**src/rtl/mips_mc_controller.sv**
```systemverilog
// Multicycle MIPS control FSM with built-in ALU decoder.
// Ports: clk, reset_n, op, funct, zero -> mux selects, write enables, pcen, illegal_op, state_o.
module mips_mc_controller (
  input  logic       clk,
  input  logic       reset_n,
  input  logic [5:0] op,
  input  logic [5:0] funct,
  input  logic       zero,
  output logic [2:0] alucontrol,
  output logic       alusrca,
  output logic [1:0] alusrcb,
  output logic [1:0] pcsrc,
  output logic       iord,
  output logic       regdst,
  output logic       memtoreg,
  output logic       irwrite,
  output logic       memwrite,
  output logic       regwrite,
  output logic       pcen,
  output logic       illegal_op,
  output logic [3:0] state_o
);

  typedef enum logic [3:0] {
    S_FETCH   = 4'd0,
    S_DECODE  = 4'd1,
    S_MEMADR  = 4'd2,
    S_MEMRD   = 4'd3,
    S_MEMWB   = 4'd4,
    S_MEMWR   = 4'd5,
    S_EXECUTE = 4'd6,
    S_ALUWB   = 4'd7,
    S_BRANCH  = 4'd8,
    S_ADDIEX  = 4'd9,
    S_ADDIWB  = 4'd10,
    S_JUMP    = 4'd11
  } state_t;

  typedef enum logic [1:0] {
    AOP_ADD   = 2'd0,
    AOP_SUB   = 2'd1,
    AOP_FUNCT = 2'd2
  } aluop_t;

  localparam logic [5:0] OP_RTYPE = 6'b000000;
  localparam logic [5:0] OP_LW    = 6'b100011;
  localparam logic [5:0] OP_SW    = 6'b101011;
  localparam logic [5:0] OP_BEQ   = 6'b000100;
  localparam logic [5:0] OP_ADDI  = 6'b001000;
  localparam logic [5:0] OP_J     = 6'b000010;

  state_t state, state_n;
  aluop_t aluop;
  logic   pcwrite, branch;
  logic   irw, memw, regw;
  logic   op_ok, funct_ok;

  always_ff @(posedge clk or negedge reset_n) begin
    if (!reset_n) state <= S_FETCH;
    else          state <= state_n;
  end

  always_comb begin
    op_ok = 1'b0;
    case (op)
      OP_RTYPE, OP_LW, OP_SW,
      OP_BEQ, OP_ADDI, OP_J: op_ok = 1'b1;
      default:               op_ok = 1'b0;
    endcase
  end

  always_comb begin
    funct_ok = 1'b0;
    case (funct)
      6'b100000, 6'b100010, 6'b100100,
      6'b100101, 6'b101010: funct_ok = 1'b1;
      default:              funct_ok = 1'b0;
    endcase
  end

  // Sticky: latched on the edge that leaves DECODE.
  always_ff @(posedge clk or negedge reset_n) begin
    if (!reset_n)
      illegal_op <= 1'b0;
    else if (state == S_DECODE &&
             (!op_ok || (op == OP_RTYPE && !funct_ok)))
      illegal_op <= 1'b1;
  end

  always_comb begin
    state_n = S_FETCH;
    case (state)
      S_FETCH:  state_n = S_DECODE;
      S_DECODE: begin
        case (op)
          OP_LW, OP_SW: state_n = S_MEMADR;
          OP_RTYPE:     state_n = S_EXECUTE;
          OP_BEQ:       state_n = S_BRANCH;
          OP_ADDI:      state_n = S_ADDIEX;
          OP_J:         state_n = S_JUMP;
          default:      state_n = S_FETCH;
        endcase
      end
      S_MEMADR:  state_n = (op == OP_SW) ? S_MEMWR : S_MEMRD;
      S_MEMRD:   state_n = S_MEMWB;
      S_EXECUTE: state_n = S_ALUWB;
      S_ADDIEX:  state_n = S_ADDIWB;
      default:   state_n = S_FETCH;
    endcase
  end

  always_comb begin
    aluop    = AOP_ADD;
    alusrca  = 1'b0;
    alusrcb  = 2'b00;
    pcsrc    = 2'b00;
    iord     = 1'b0;
    regdst   = 1'b0;
    memtoreg = 1'b0;
    irw      = 1'b0;
    memw     = 1'b0;
    regw     = 1'b0;
    pcwrite  = 1'b0;
    branch   = 1'b0;
    case (state)
      S_FETCH: begin
        irw     = 1'b1;
        pcwrite = 1'b1;
        alusrcb = 2'b01;
      end
      S_DECODE: alusrcb = 2'b11;
      S_MEMADR: begin
        alusrca = 1'b1;
        alusrcb = 2'b10;
      end
      S_MEMRD: iord = 1'b1;
      S_MEMWB: begin
        regw     = 1'b1;
        memtoreg = 1'b1;
      end
      S_MEMWR: begin
        iord = 1'b1;
        memw = 1'b1;
      end
      S_EXECUTE: begin
        alusrca = 1'b1;
        aluop   = AOP_FUNCT;
      end
      S_ALUWB: begin
        regw   = 1'b1;
        regdst = 1'b1;
      end
      S_BRANCH: begin
        alusrca = 1'b1;
        aluop   = AOP_SUB;
        branch  = 1'b1;
        pcsrc   = 2'b01;
      end
      S_ADDIEX: begin
        alusrca = 1'b1;
        alusrcb = 2'b10;
      end
      S_ADDIWB: regw = 1'b1;
      S_JUMP: begin
        pcwrite = 1'b1;
        pcsrc   = 2'b10;
      end
      default: ;
    endcase
  end

  always_comb begin
    alucontrol = 3'b010;
    case (aluop)
      AOP_SUB: alucontrol = 3'b110;
      AOP_FUNCT: begin
        case (funct)
          6'b100010: alucontrol = 3'b110;
          6'b100100: alucontrol = 3'b000;
          6'b100101: alucontrol = 3'b001;
          6'b101010: alucontrol = 3'b111;
          default:   alucontrol = 3'b010;
        endcase
      end
      default: alucontrol = 3'b010;
    endcase
  end

  // Enables are masked while reset is held so nothing writes
  // during the combinational FETCH decode seen under reset.
  assign irwrite  = irw  & reset_n;
  assign memwrite = memw & reset_n;
  assign regwrite = regw & reset_n;
  assign pcen     = (pcwrite | (branch & zero)) & reset_n;
  assign state_o  = state;

endmodule

```
**config.mk**
```make
export PLATFORM = sky130hd
export DESIGN_NAME = mips_mc_controller
export DESIGN_NICKNAME = d
export VERILOG_FILES = /design/src/rtl/mips_mc_controller.sv
export SDC_FILE = /design/constraint.sdc
export NUM_CORES = 1
export LEC_CHECK = 0
export ABC_AREA = 1
export BUFFER_PORTS_ARGS = -buffer_cell sky130_fd_sc_hd__clkbuf_2
export CAP_MARGIN = 10
export CORE_UTILIZATION = 42
export CTS_CLUSTER_DIAMETER = 100
export DETAILED_ROUTE_END_ITERATION = 10
export HOLD_SLACK_MARGIN = 0.1
export PLACE_DENSITY = 0.77
export SLEW_MARGIN = 20
export SYNTH_ARGS = -nofsm -noshare
export SYNTH_HDL_FRONTEND = slang
export SYNTH_SLANG_ARGS = --single-unit
```
**constraint.sdc**
```tcl
create_clock -name clk -period 1.45 [get_ports clk]
set_input_delay 0.0725 -clock clk [delete_from_list [all_inputs] [get_ports clk]]
set_output_delay 0.0725 -clock clk [all_outputs]
set_load 0.02 [all_outputs]
```
==> impl.org <==
** Synthesis
- Counting flops with a built-in enable in the synthesized netlist gives 0.
- For this run, the register share of the synthesized area comes to 0.207.
- Async S/R FF share, synth :: 1.00
- Synthesis produced 115 cells.
- Most frequent cell after synthesis :: sky130_fd_sc_hd__nand2_1
- Counting distinct cell types in the post-synthesis netlist gives 15.
- Dominant cells by area after synthesis :: sky130_fd_sc_hd__dfrtp_1, sky130_fd_sc_hd__nand2_1, sky130_fd_sc_hd__inv_1
- YS warnings :: 0
- The share of synthesized area in the top cell type comes to 0.207.
- Post-synthesis area per instance :: 5.24 sq um
- Counting flops and latches in the post-synthesis netlist gives 5.
- Commonest cells post-synth :: sky130_fd_sc_hd__nand2_1, sky130_fd_sc_hd__inv_1, sky130_fd_sc_hd__nor2_1, sky130_fd_sc_hd__nand3_1, sky130_fd_sc_hd__a21oi_1
- The number of nets handed over by synthesis was 132.
- The cell area that synthesis handed to floorplanning was 603 sq um.
- Among all flip-flop cells after synthesis, the most frequent one is sky130_fd_sc_hd__dfrtp_1.
- Largest area contributor in the netlist :: sky130_fd_sc_hd__dfrtp_1

** Power and ir drop
- Switching share of total power :: 0.501
- Logic pwr share :: 0.756
- Flop pwr share :: 0.142
- The worst-case IR drop observed on VDD is 1.12 mV.
- Clock group share of total power :: 0.102
- Internal :: 0.815 mW
- Summed over all cells, the static leakage comes to 0.675 nW.
- Net Switching :: 0.819 mW
- Cell Pwr Density :: 1450 nW/um^2

** CTS
- In this run the number of H-tree levels came out at 1.
- Clock Tree Root :: sky130_fd_sc_hd__clkbuf_4
- Clock-pin slew was measured on the worst setup and hold paths at 0.05 ns.
- In this run, CTS created clock tree buffers numbering 3.
- Deepest clock path buffer count :: 2
- The tree built by TritonCTS fans out to 5 sinks.
- Worst-Skew Late Latency :: 0.25 ns
- TritonCTS built the clock tree.

** Cells and area
- Final-stage net count :: 189
- Share of cells above drive strength 1 :: 0.532
- Compared with the post-synthesis result, the final layout area differs by 86.7%.
- Final cell count without fillers :: 186
- The repair_antennas step left the layout with diodes totalling 0.
- Final core utilization :: 0.855

** Run
- Max_cap viols :: 0

** Timing
- Worst Max-Slew Pin Slew :: 0.229 ns
- Across the routed clock network, the largest skew measured is 0.00560 ns.
- Slew Limit Fails :: 0
- Finish-stage setup viols :: 7
- The total count of hold-check failures in the final report was 0.
- Headroom to the max-slew limit came out at 0.847.
- Across all hold checks on the routed design, the worst slack comes to 0.102 ns.
- Crit path time final :: 1.64 ns
- Unrepaired setup endpoints after global routing :: true
- Max Freq :: 0.608 GHz
- In the post-route analysis, the smallest setup slack over all paths is -0.194 ns.
- Of the available clock period, the critical path in the final layout requires 1.13.

** Worst setup path
- The most numerous cell type found on the critical path is sky130_fd_sc_hd__inv_2.
- STA classifies the critical path endpoint as a primary output.
- Worst Setup Path Type :: flop to primary output
- Critical-path cell list :: inv_2 > nand2_2 > inv_2 > nand2_4 > inv_2 > ha_4 > inv_1 > o211ai_1 > buf_4
- Critical Path RT :: 1.38 ns
- Of all nets on the critical path, the largest fanout is 4.
- Maximum single-stage delay on the critical path :: 0.43 ns
- Cell type of the slowest stage on the worst timing path :: sky130_fd_sc_hd__dfrtp_2
- Startpoint type of the worst setup path :: flop
- Crit path DAT :: 1.57 ns

** Routing
- Detailed routing inserted a total of 918 vias.
- After detailed routing, the average wire length per cell comes to 11.9 microns.
- In the routed layout, each cell is associated on average with a via count of 4.94.
- For this block, the initial DRC count from the detailed router was 31.
- Number of detailed-route iterations in the first pass :: 4
- After detailed routing, the number of remaining DRC violations is 0.
- Antenna-violating nets left :: 0
- Total wire length :: 2220 microns

** Place
- Final weighted congestion of routability-driven global placement :: 0.833
- Cell Count Post-Placement :: 171
- Number of port buffers :: 34
- Detailed placement finished with a half-perimeter wire length of 1420 microns.

** Global route
- The total overflow left after global routing is 0.
- The initial antenna violation count was 0.
- Global-route wire length before repair :: 2660 microns
- The via count of the first global-routing pass is 713.
- GR Util All Layers :: 0.250
- Entering global routing, the biggest net connects 8 pins.

** Die
- Placeable core area :: 1320 sq um
- 35 I/O pins were placed.
- The floorplan has 13 rows.
- From left edge to right edge, the die measures 39.9 microns.
- The die is 39.9 microns tall.
- Full die area :: 1590 sq um
- The initial utilization of the core area, before any placement, comes to 0.458.

** Status
- The final reports fail on setup timing.
- The run finished, with violations left.

** Hold path
- Kind of path behind the tightest hold check :: input pin to flop
final cells by class:
cell class                      instances  area, sq um
Clock buffer                            3         22.5
Fill cell                              62          191
Inverter                               29          109
Multi-Input combinational cell         81          467
Tap cell                               15         18.8
Timing Repair Buffer                   52          374
Sequential cell                         5          130
Clock inverter                          1         5.00
path summary, 6_finish.rpt:
| kind | slack [ns] | cells past startpoint | endpoint | start |
|---|---|---|---|---|
| setup / recovery | -0.19 | 9 | alucontrol[1] | state_o[0]$_DFF_PN0_ |
| hold / removal | 0.10 | 3 | state_o[2]$_DFF_PN0_ | op[3] |
| setup reg to reg | 0.14 | 7 | illegal_op$_DFFE_PN0P_ | state_o[2]$_DFF_PN0_ |
| hold reg to reg | 0.50 | 2 | illegal_op$_DFFE_PN0P_ | illegal_op$_DFFE_PN0P_ |
| max in group asynchronous | 1.07 | 2 | state_o[0]$_DFF_PN0_ | reset_n |
| min in group asynchronous | 0.19 | 2 | state_o[1]$_DFF_PN0_ | reset_n |
flip-flops by register name (all words and copies together), names as in the netlist:
| register | cells |
|---|---|
| illegal_op | 1 |
| state_o | 4 |
repair_timing:
action                     CTS  global route
pin swaps                    9            10
setup buffers                9             3
gates resized for setup     19            36
hold buffers                 1             0
hold endpoints to repair     5             0
gates cloned                 0             0
setup endpoints to repair    6            11
cell usage in the layout (no fill, tap or decap):
master                          count
sky130_fd_sc_hd__clkinv_2           1
sky130_fd_sc_hd__inv_1             17
sky130_fd_sc_hd__dfrtp_2            4
sky130_fd_sc_hd__nor2_4             6
sky130_fd_sc_hd__buf_4             19
sky130_fd_sc_hd__nand3b_1           2
sky130_fd_sc_hd__nand2_4            3
sky130_fd_sc_hd__dfrtp_1            1
sky130_fd_sc_hd__o21ai_1            4
sky130_fd_sc_hd__a21oi_2            2
sky130_fd_sc_hd__inv_2             12
sky130_fd_sc_hd__nand2_1           22
sky130_fd_sc_hd__dlygate4sd3_1      1
sky130_fd_sc_hd__nand4_1            1
sky130_fd_sc_hd__clkbuf_2          22
sky130_fd_sc_hd__nor2_1            17
sky130_fd_sc_hd__o211ai_1           1
sky130_fd_sc_hd__a21oi_1            4
sky130_fd_sc_hd__nor2_2             2
sky130_fd_sc_hd__nand3_1            9
sky130_fd_sc_hd__clkbuf_4           3
sky130_fd_sc_hd__ha_4               1
sky130_fd_sc_hd__nand2_2            6
sky130_fd_sc_hd__clkbuf_8           2
sky130_fd_sc_hd__buf_6              7
sky130_fd_sc_hd__buf_2              1
sky130_fd_sc_hd__ha_1               1
power by group through the flow:
stage          clock, mW  combinational [mW]  sequential, mW
6_report           0.167                1.23           0.232
3_5_place_dp           0               0.801           0.233
5_1_grt            0.176                1.30           0.238
2_1_floorplan          0               0.454           0.275
3_3_place_gp           0               0.792           0.230
4_1_cts            0.164                1.01           0.227
logic make-up (layout without fill, tap and decap cells):
| family | count (synthesis) | in the layout | synth area share |
|---|---|---|---|
| AOI/OAI and AO/OA | 11 | 11 | 0.0954 |
| buffers and inverters | 29 | 85 | 0.181 |
| adders and majority gates | 2 | 2 | 0.0415 |
| and+or+nand+nor | 68 | 68 | 0.475 |
| DFF | 5 | 5 | 0.207 |
per-layer routing:
layer	GRT usage	part of all wire	wire length, microns
met5	0	0	0
met2	0.460	0.54	1190
met3	0.0625	0.048	106
met1	0.261	0.41	899
met4	0.103	0.0072	16
worst max-delay path, delay by kind of cell, from the launching register on:
kind | cells | cell delay, ns
AO/OA/AOI/OAI | 1 | 0.17
adder cells (fa/ha/maj) | 1 | 0.12
buffers and inverters | 5 | 0.46
flip-flops | 1 | 0.43
AND/OR/NAND/NOR | 2 | 0.14
metrics by stage:
| stage | setup TNS (ns) | setup WS, ns | area, sq um | total power, mW |
|---|---|---|---|---|
| 3_5_place_dp | -0.0317 | -0.0209 | 878 | 1.03 |
| 3_3_place_gp | 0 | 0.0449 | 878 | 1.02 |
| 4_1_cts | -0.739 | -0.205 | 1040 | 1.40 |
| 5_1_grt | -1.51 | -0.293 | 1130 | 1.71 |
| 2_1_floorplan | -0.0715 | -0.0548 | 637 | 0.729 |
| 6_report | -0.902 | -0.194 | 1130 | 1.63 |
(Power assumes the default switching activity.)
